==> src/rtl/proc_pkg.sv <==
// Shared encodings for the proc_branch core: opcodes, bus selects, branch
// conditions, Tstep states and ALU operations.
package proc_pkg;

  localparam logic [2:0] OP_MV   = 3'b000;
  localparam logic [2:0] OP_BMVT = 3'b001;  // M=0 branch, M=1 mvt
  localparam logic [2:0] OP_ADD  = 3'b010;
  localparam logic [2:0] OP_SUB  = 3'b011;
  localparam logic [2:0] OP_LD   = 3'b100;
  localparam logic [2:0] OP_ST   = 3'b101;
  localparam logic [2:0] OP_AND  = 3'b110;
  localparam logic [2:0] OP_CMP  = 3'b111;

  localparam logic [2:0] COND_AL = 3'b000;
  localparam logic [2:0] COND_EQ = 3'b001;
  localparam logic [2:0] COND_NE = 3'b010;
  localparam logic [2:0] COND_CC = 3'b011;
  localparam logic [2:0] COND_CS = 3'b100;
  localparam logic [2:0] COND_PL = 3'b101;
  localparam logic [2:0] COND_MI = 3'b110;
  localparam logic [2:0] COND_BL = 3'b111;

  typedef enum logic [3:0] {
    SEL_R0, SEL_R1, SEL_R2, SEL_R3, SEL_R4, SEL_R5, SEL_R6, SEL_PC,
    SEL_G, SEL_D, SEL_D8, SEL_DIN
  } sel_t;

  typedef enum logic [2:0] {T0, T1, T2, T3, T4, T5} tstep_t;

  typedef enum logic [1:0] {ALU_ADD, ALU_SUB, ALU_AND} alu_op_t;

endpackage

==> src/rtl/proc_alu.sv <==
// Combinational ALU for proc_branch: add/sub/and with {N, Z, C} flags.
// Subtract is a + ~b + 1, so C is set when no borrow occurs.
module proc_alu
  import proc_pkg::*;
#(
  parameter int unsigned DW = 16
) (
  input  logic [DW-1:0] a,
  input  logic [DW-1:0] b,
  input  alu_op_t       op,
  output logic [DW-1:0] result,
  output logic [2:0]    flags
);

  logic [DW:0] sum;

  always_comb begin
    sum = '0;
    case (op)
      ALU_ADD: sum = {1'b0, a} + {1'b0, b};
      ALU_SUB: sum = {1'b0, a} + {1'b0, ~b} + {{DW{1'b0}}, 1'b1};
      default: sum = {1'b0, a & b};
    endcase
    result = sum[DW-1:0];
    flags  = {sum[DW-1], (sum[DW-1:0] == '0), sum[DW]};
  end

endmodule

==> src/rtl/proc_branch.sv <==
// Multi-cycle processor core with N/Z/C flags, cmp and PC-relative branches.
// Define PROC_BRANCH_BL_EN to turn condition 111 into bl (r6 <- return addr).
module proc_branch
  import proc_pkg::*;
#(
  parameter int unsigned   DW       = 16,
  parameter logic [DW-1:0] RESET_PC = '0
) (
  input  logic          Clock,
  input  logic          Resetn,
  input  logic [DW-1:0] DIN,
  input  logic          Run,
  output logic [DW-1:0] DOUT,
  output logic [DW-1:0] ADDR,
  output logic          W,
  output logic          Done,
  output logic [2:0]    Flags
);

`ifdef PROC_BRANCH_BL_EN
  localparam logic BL_EN = 1'b1;
`else
  localparam logic BL_EN = 1'b0;
`endif

  tstep_t        state_q, state_d;
  logic [DW-1:0] r_q [8];
  logic [DW-1:0] r_d [8];
  logic [DW-1:0] a_q, a_d, g_q, g_d, dout_q, dout_d, addr_q, addr_d;
  logic [15:0]   ir_q, ir_d;
  logic          w_q, w_d;
  logic [2:0]    flags_q, flags_d;

  sel_t          sel;
  alu_op_t       alu_op;
  logic [DW-1:0] bus, alu_res, sext_d, imm8;
  logic [2:0]    alu_flags, opc, rx, ry;
  logic          m, take, done;

  assign opc    = ir_q[15:13];
  assign m      = ir_q[12];
  assign rx     = ir_q[11:9];
  assign ry     = ir_q[2:0];
  assign sext_d = {{(DW-9){ir_q[8]}}, ir_q[8:0]};
  assign imm8   = {ir_q[7:0], {(DW-8){1'b0}}};

  // Bus source and ALU op depend only on state and IR, keeping the datapath acyclic.
  always_comb begin
    sel = SEL_G;
    case (state_q)
      T0: sel = SEL_PC;
      T3: case (opc)
        OP_MV:        sel = m ? SEL_D : sel_t'({1'b0, ry});
        OP_BMVT:      sel = m ? SEL_D8 : SEL_PC;
        OP_LD, OP_ST: sel = sel_t'({1'b0, ry});
        default:      sel = sel_t'({1'b0, rx});
      endcase
      T4: case (opc)
        OP_BMVT: sel = SEL_D;
        OP_ST:   sel = sel_t'({1'b0, rx});
        default: sel = m ? SEL_D : sel_t'({1'b0, ry});
      endcase
      T5: sel = (opc == OP_LD) ? SEL_DIN : SEL_G;
      default: sel = SEL_G;
    endcase
    case (opc)
      OP_SUB, OP_CMP: alu_op = ALU_SUB;
      OP_AND:         alu_op = ALU_AND;
      default:        alu_op = ALU_ADD;
    endcase
  end

  always_comb begin
    case (sel)
      SEL_G:   bus = g_q;
      SEL_D:   bus = sext_d;
      SEL_D8:  bus = imm8;
      SEL_DIN: bus = DIN;
      default: bus = r_q[sel[2:0]];
    endcase
  end

  always_comb begin
    case (rx)
      COND_AL: take = 1'b1;
      COND_EQ: take = flags_q[1];
      COND_NE: take = !flags_q[1];
      COND_CC: take = !flags_q[0];
      COND_CS: take = flags_q[0];
      COND_PL: take = !flags_q[2];
      COND_MI: take = flags_q[2];
      COND_BL: take = BL_EN;
      default: take = 1'b0;
    endcase
  end

  proc_alu #(.DW(DW)) u_alu (
    .a      (a_q),
    .b      (bus),
    .op     (alu_op),
    .result (alu_res),
    .flags  (alu_flags)
  );

  always_comb begin
    state_d = state_q;
    r_d     = r_q;
    a_d     = a_q;
    g_d     = g_q;
    ir_d    = ir_q;
    dout_d  = dout_q;
    addr_d  = addr_q;
    w_d     = 1'b0;
    flags_d = flags_q;
    done    = 1'b0;
    case (state_q)
      T0: begin
        addr_d = bus;
        if (Run) begin
          r_d[7]  = bus + DW'(1);
          state_d = T1;
        end
      end
      T1: state_d = T2;
      T2: begin
        ir_d    = DIN[15:0];
        state_d = T3;
      end
      T3: begin
        state_d = T4;
        case (opc)
          OP_MV: begin
            r_d[rx] = bus;
            done    = 1'b1;
          end
          OP_BMVT: begin
            if (m) begin
              r_d[rx] = bus;
              done    = 1'b1;
            end else if (take) begin
              a_d = bus;
              if (BL_EN && rx == COND_BL) r_d[6] = bus;
            end else begin
              done = 1'b1;
            end
          end
          OP_LD, OP_ST: begin
            if (m) done = 1'b1;
            else   addr_d = bus;
          end
          default: a_d = bus;
        endcase
      end
      T4: begin
        state_d = T5;
        case (opc)
          OP_BMVT: g_d = alu_res;
          OP_LD:   ;
          OP_ST: begin
            dout_d = bus;
            w_d    = 1'b1;
          end
          default: begin
            flags_d = alu_flags;
            if (opc == OP_CMP) done = 1'b1;
            else               g_d  = alu_res;
          end
        endcase
      end
      T5: begin
        done = 1'b1;
        if (opc == OP_BMVT)    r_d[7]  = bus;
        else if (opc != OP_ST) r_d[rx] = bus;
      end
      default: state_d = T0;
    endcase
    if (done) state_d = T0;
  end

  always_ff @(posedge Clock) begin
    if (!Resetn) begin
      state_q <= T0;
      for (int unsigned i = 0; i < 7; i++) r_q[i] <= '0;
      r_q[7]  <= RESET_PC;
      a_q     <= '0;
      g_q     <= '0;
      ir_q    <= '0;
      dout_q  <= '0;
      addr_q  <= '0;
      w_q     <= 1'b0;
      flags_q <= '0;
    end else begin
      state_q <= state_d;
      r_q     <= r_d;
      a_q     <= a_d;
      g_q     <= g_d;
      ir_q    <= ir_d;
      dout_q  <= dout_d;
      addr_q  <= addr_d;
      w_q     <= w_d;
      flags_q <= flags_d;
    end
  end

  assign DOUT  = dout_q;
  assign ADDR  = addr_q;
  assign W     = w_q;
  assign Flags = flags_q;
  assign Done  = done;

endmodule

==> config.mk <==
export PLATFORM = sky130hd
export DESIGN_NAME = proc_branch
export DESIGN_NICKNAME = d
export VERILOG_FILES = /design/src/rtl/proc_pkg.sv /design/src/rtl/proc_alu.sv /design/src/rtl/proc_branch.sv
export SDC_FILE = /design/constraint.sdc
export NUM_CORES = 1
export LEC_CHECK = 0
export ABC_AREA = 1
export BUFFER_PORTS_ARGS = -buffer_cell sky130_fd_sc_hd__buf_2
export CORE_UTILIZATION = 25
export CTS_BUF_LIST = sky130_fd_sc_hd__clkbuf_2 sky130_fd_sc_hd__clkbuf_4 sky130_fd_sc_hd__clkbuf_8
export DETAILED_ROUTE_END_ITERATION = 12
export GPL_ROUTABILITY_DRIVEN = 0
export HOLD_SLACK_MARGIN = 0.15
export PLACE_DENSITY = 0.39
export SETUP_SLACK_MARGIN = 0.2
export SLEW_MARGIN = 20
export SYNTH_ARGS = -nofsm -noshare
export SYNTH_HDL_FRONTEND = slang
export SYNTH_HIERARCHICAL = 1
export SYNTH_SLANG_ARGS = --single-unit
==> constraint.sdc <==
create_clock -name Clock -period 4.7 [get_ports Clock]
set_input_delay 0.47 -clock Clock [delete_from_list [all_inputs] [get_ports Clock]]
set_output_delay 0.47 -clock Clock [all_outputs]
set_load 0.01 [all_outputs]
==> flow_summary_export.csv <==
group,metric,value,unit
run_status,status,"finished, final reports clean",
cells_and_area,finalNetCount,2160,
setup_path,crit_path_end,"Flags[1]$_SDFFE_PN0P_",
setup_path,ff2ff_setup_slack,470,ps
routing,drt_first_iter_violations,950,
sta,hold_violations,0,
routing,via_per_inst,4.91,
setup_path,r2r-end,"Flags[1]$_SDFFE_PN0P_",
min_path,hp-class,"in -> reg",
sta,fin_setup_tns,0,ps
routing,drc_errors,0,
clock_network,cts_root_buffer,"clkbuf_8",
setup_path,crit-reg2reg-launch,"ir_q[14]$_SDFFE_PN0N_",
setup_path,critPathArrivalTime,4760,ps
setup_path,cp-end-kind,"flip-flop",
setup_path,worst_path_max_delay_cell,"ha_2",
logic_synthesis,synth_top_area_share,32.9,%
cells_and_area,layout-drive-gt1-share,16.3,%
logic_synthesis,yosysMostFrequentCell,"nand2_1",
logic_synthesis,async_reset_ff_share,0,%
setup_path,crit_top_cell,"nor2_1",
logic_synthesis,synth.net_count,2098,
cells_and_area,area_delta_synth_final,20.1,%
placed_design,dp_hpwl,38000,um
setup_path,crit_start,"ir_q[14]$_SDFFE_PN0N_",
clock_network,cts_inserted_buffers,42,
sta,holdWs,192,ps
setup_path,path_depth,28,
placed_design,placed_area,14200,um2
clock_network,clk_latency,620,ps
setup_path,critPathMaxStageDelay,450,ps
die,die_area,53200,um2
power,p_leak,7.24,nW
logic_synthesis,ys_ff_latch,215,
power,ir_drop,225,uV
clock_network,htreeDepth,2,
sta,slew_headroom,32.5,%
global_routing,grt_max_degree,100,
sta,fin_crit_sh,90.0,%
clock_network,cts.path.max_buffers,3,
global_routing,antenna_found_initial,0,
die,coreArea,51500,um2
logic_synthesis,synth_edf_count,0,
logic_synthesis,yosys.area.top_type,"dfxtp_1",
die,die_w,231,um
global_routing,grt_pass1_vias,13300,
setup_path,critical_path_class,"reg -> reg",
global_routing,grt.overflow.total,0,
sta,rsz0062_at_grt,"no",
routing,final_antenna_net_count,0,
routing,vias,13800,
setup_path,path_delay_family,"simple AND/OR/NAND/NOR gates",
setup_path,reg2regPathDepth,28,
flow_run,max_cap_violations,0,
global_routing,grt_pass1_wl,82600,um
logic_synthesis,synthTopCellsByArea,"dfxtp_1 33%, nand2_1 14%, o21ai_0 9.2%, a21oi_1 8.9%, inv_1 5.6%",
setup_path,critPathMaxFanout,10,
logic_synthesis,netlist_area,13100,um2
setup_path,cp_data_required_time,5230,ps
sta,skew,35.0,ps
routing,wl,54200,um
clock_network,cts.sinks,215,
logic_synthesis,synth-main-ff-cell,"dfxtp_1",
sta,drv_slew,0,
routing,first_pass_iters,5,
die,ioPinCount,56,
placed_design,io_buffers,55,
routing,wl_per_cell,19.2,um
logic_synthesis,synth.avg_cell_area,6.40,um2
logic_synthesis,synthTopCellsByCount,"488 x nand2_1, 241 x o21ai_0, 232 x a21oi_1",
cells_and_area,final_area,15700,um2
logic_synthesis,netlist_instances,2043,
clock_network,cts_tree,"yes",
die,start_util,25.4,%
die,num_rows,83,
logic_synthesis,yosysSeqAreaShare,32.9,%
setup_path,start_kind,"flip-flop",
sta,setup_viol,0,
cells_and_area,num_antenna_cells,0,
logic_synthesis,yosysUniqueCellTypes,43,
global_routing,grt_usage,20.2,%
setup_path,path_buf_inv,3,
sta,clock.fmax,236,MHz
power,powerDensity,539,nW/um2
sta,period_minus_slack,4230,ps
sta,worstMarginPinSlew,1010,ps
logic_synthesis,ys_warn_count,6,
die,chipHeight,231,um
clock_network,clk_pin_slew,60,ps
min_path,whs_path_depth,3,
flip-flops by register name, summed over array words and instances (netlist names):
register	flops
state_q	3
W	1
g_q	16
r_q	128
ADDR	16
a_q	16
Flags	3
DOUT	16
ir_q	16
logic make-up after synthesis:
| group | after synthesis | share of synthesized area [%] |
|---|---|---|
| simple gates | 912 | 31.2 |
| compound gates | 531 | 21.0 |
| buf+inv | 348 | 11.2 |
| flops | 215 | 32.9 |
| fa+ha+maj | 36 | 3.56 |
| xor+xnor | 1 | 0.0670 |
worst min-delay path, delay by kind of cell:
| family | cells | cell delay, ps |
|---|---|---|
| and+or+nand+nor | 1 | 90 |
| AOI/OAI and AO/OA | 1 | 90 |
| buffers and inverters | 1 | 110 |
through the flow:
stage | setup WS, ps | total power [W] | utilization [%] | instances
floorplan | 1220 | 0.00439 | - | 2043
global placement | -52.9 | 0.00581 | 27.6 | 2719
detailed placement | 29.1 | 0.00580 | 27.6 | 2719
CTS | 209 | 0.00834 | 29.8 | 2800
global route | 192 | 0.00902 | 30.5 | 2819
finish | 468 | 0.00847 | 30.5 | 2819
layout make-up:
cell class	count	area (um2)
clock buffer	66	846
clock inverter	12	253
fill	5825	35800
inverter	219	827
multi-input combinational	1482	7550
sequential	215	4320
tap	680	851
timing repair buffer	145	1060
worst min path at each step:
stage / from / endpoint / slack, ps
2_1_floorplan: ir_q[8]$_SDFFE_PN0N_ / ir_q[8]$_SDFFE_PN0N_ / 460
4_1_cts: DIN[4] / ir_q[4]$_SDFFE_PN0N_ / 150
6_report: DIN[4] / ir_q[4]$_SDFFE_PN0N_ / 190
5_1_grt: DIN[4] / ir_q[4]$_SDFFE_PN0N_ / 190
3_3_place_gp: r_q[0]$_SDFFE_PN0P_ / r_q[0]$_SDFFE_PN0P_ / 490
3_5_place_dp: ir_q[8]$_SDFFE_PN0N_ / ir_q[8]$_SDFFE_PN0N_ / 480
per-layer routing:
| layer | vias to the layer above | wire length (um) | global-route usage, % |
|---|---|---|---|
| li1 | 6845 | - | - |
| met1 | 6541 | 26500 | 28.7 |
| met2 | 369 | 23900 | 31.7 |
| met3 | 80 | 2470 | 2.45 |
| met4 | 0 | 1300 | 5.71 |
| met5 | - | 0 | 0 |
where the power goes:
| part | internal [W] | leakage (nW) | switching (W) |
|---|---|---|---|
| sequential | 0.00196 | 1.75 | 0.0000998 |
| clock | 0.00154 | 0.573 | 0.000947 |
| combinational | 0.00118 | 4.92 | 0.00275 |
| total | 0.00468 | 7.24 | 0.00379 |
cell usage in the layout, fill, tap and decap left out, types with 24 or more instances in the layout:
cell and instances:
nand2_1 485, o21ai_0 241, a21oi_1 229, dfxtp_1 207
inv_1 196, nor2_1 140, nand3_1 138, buf_4 79
clkbuf_8 56, buf_2 54, nand4_1 28, ha_1 26
nor2_2 25, nand3b_1 25, o21ai_1 24
repair_timing:
item	CTS	global route
hold buffers	3	0
endpoints found under the hold margin	3	0
setup buffers	0	15
pin swaps	1	8
gates cloned	0	4
gates resized for setup	7	46
setup endpoints to repair	4	10
Note: power is estimated with default switching activity, not from simulation.
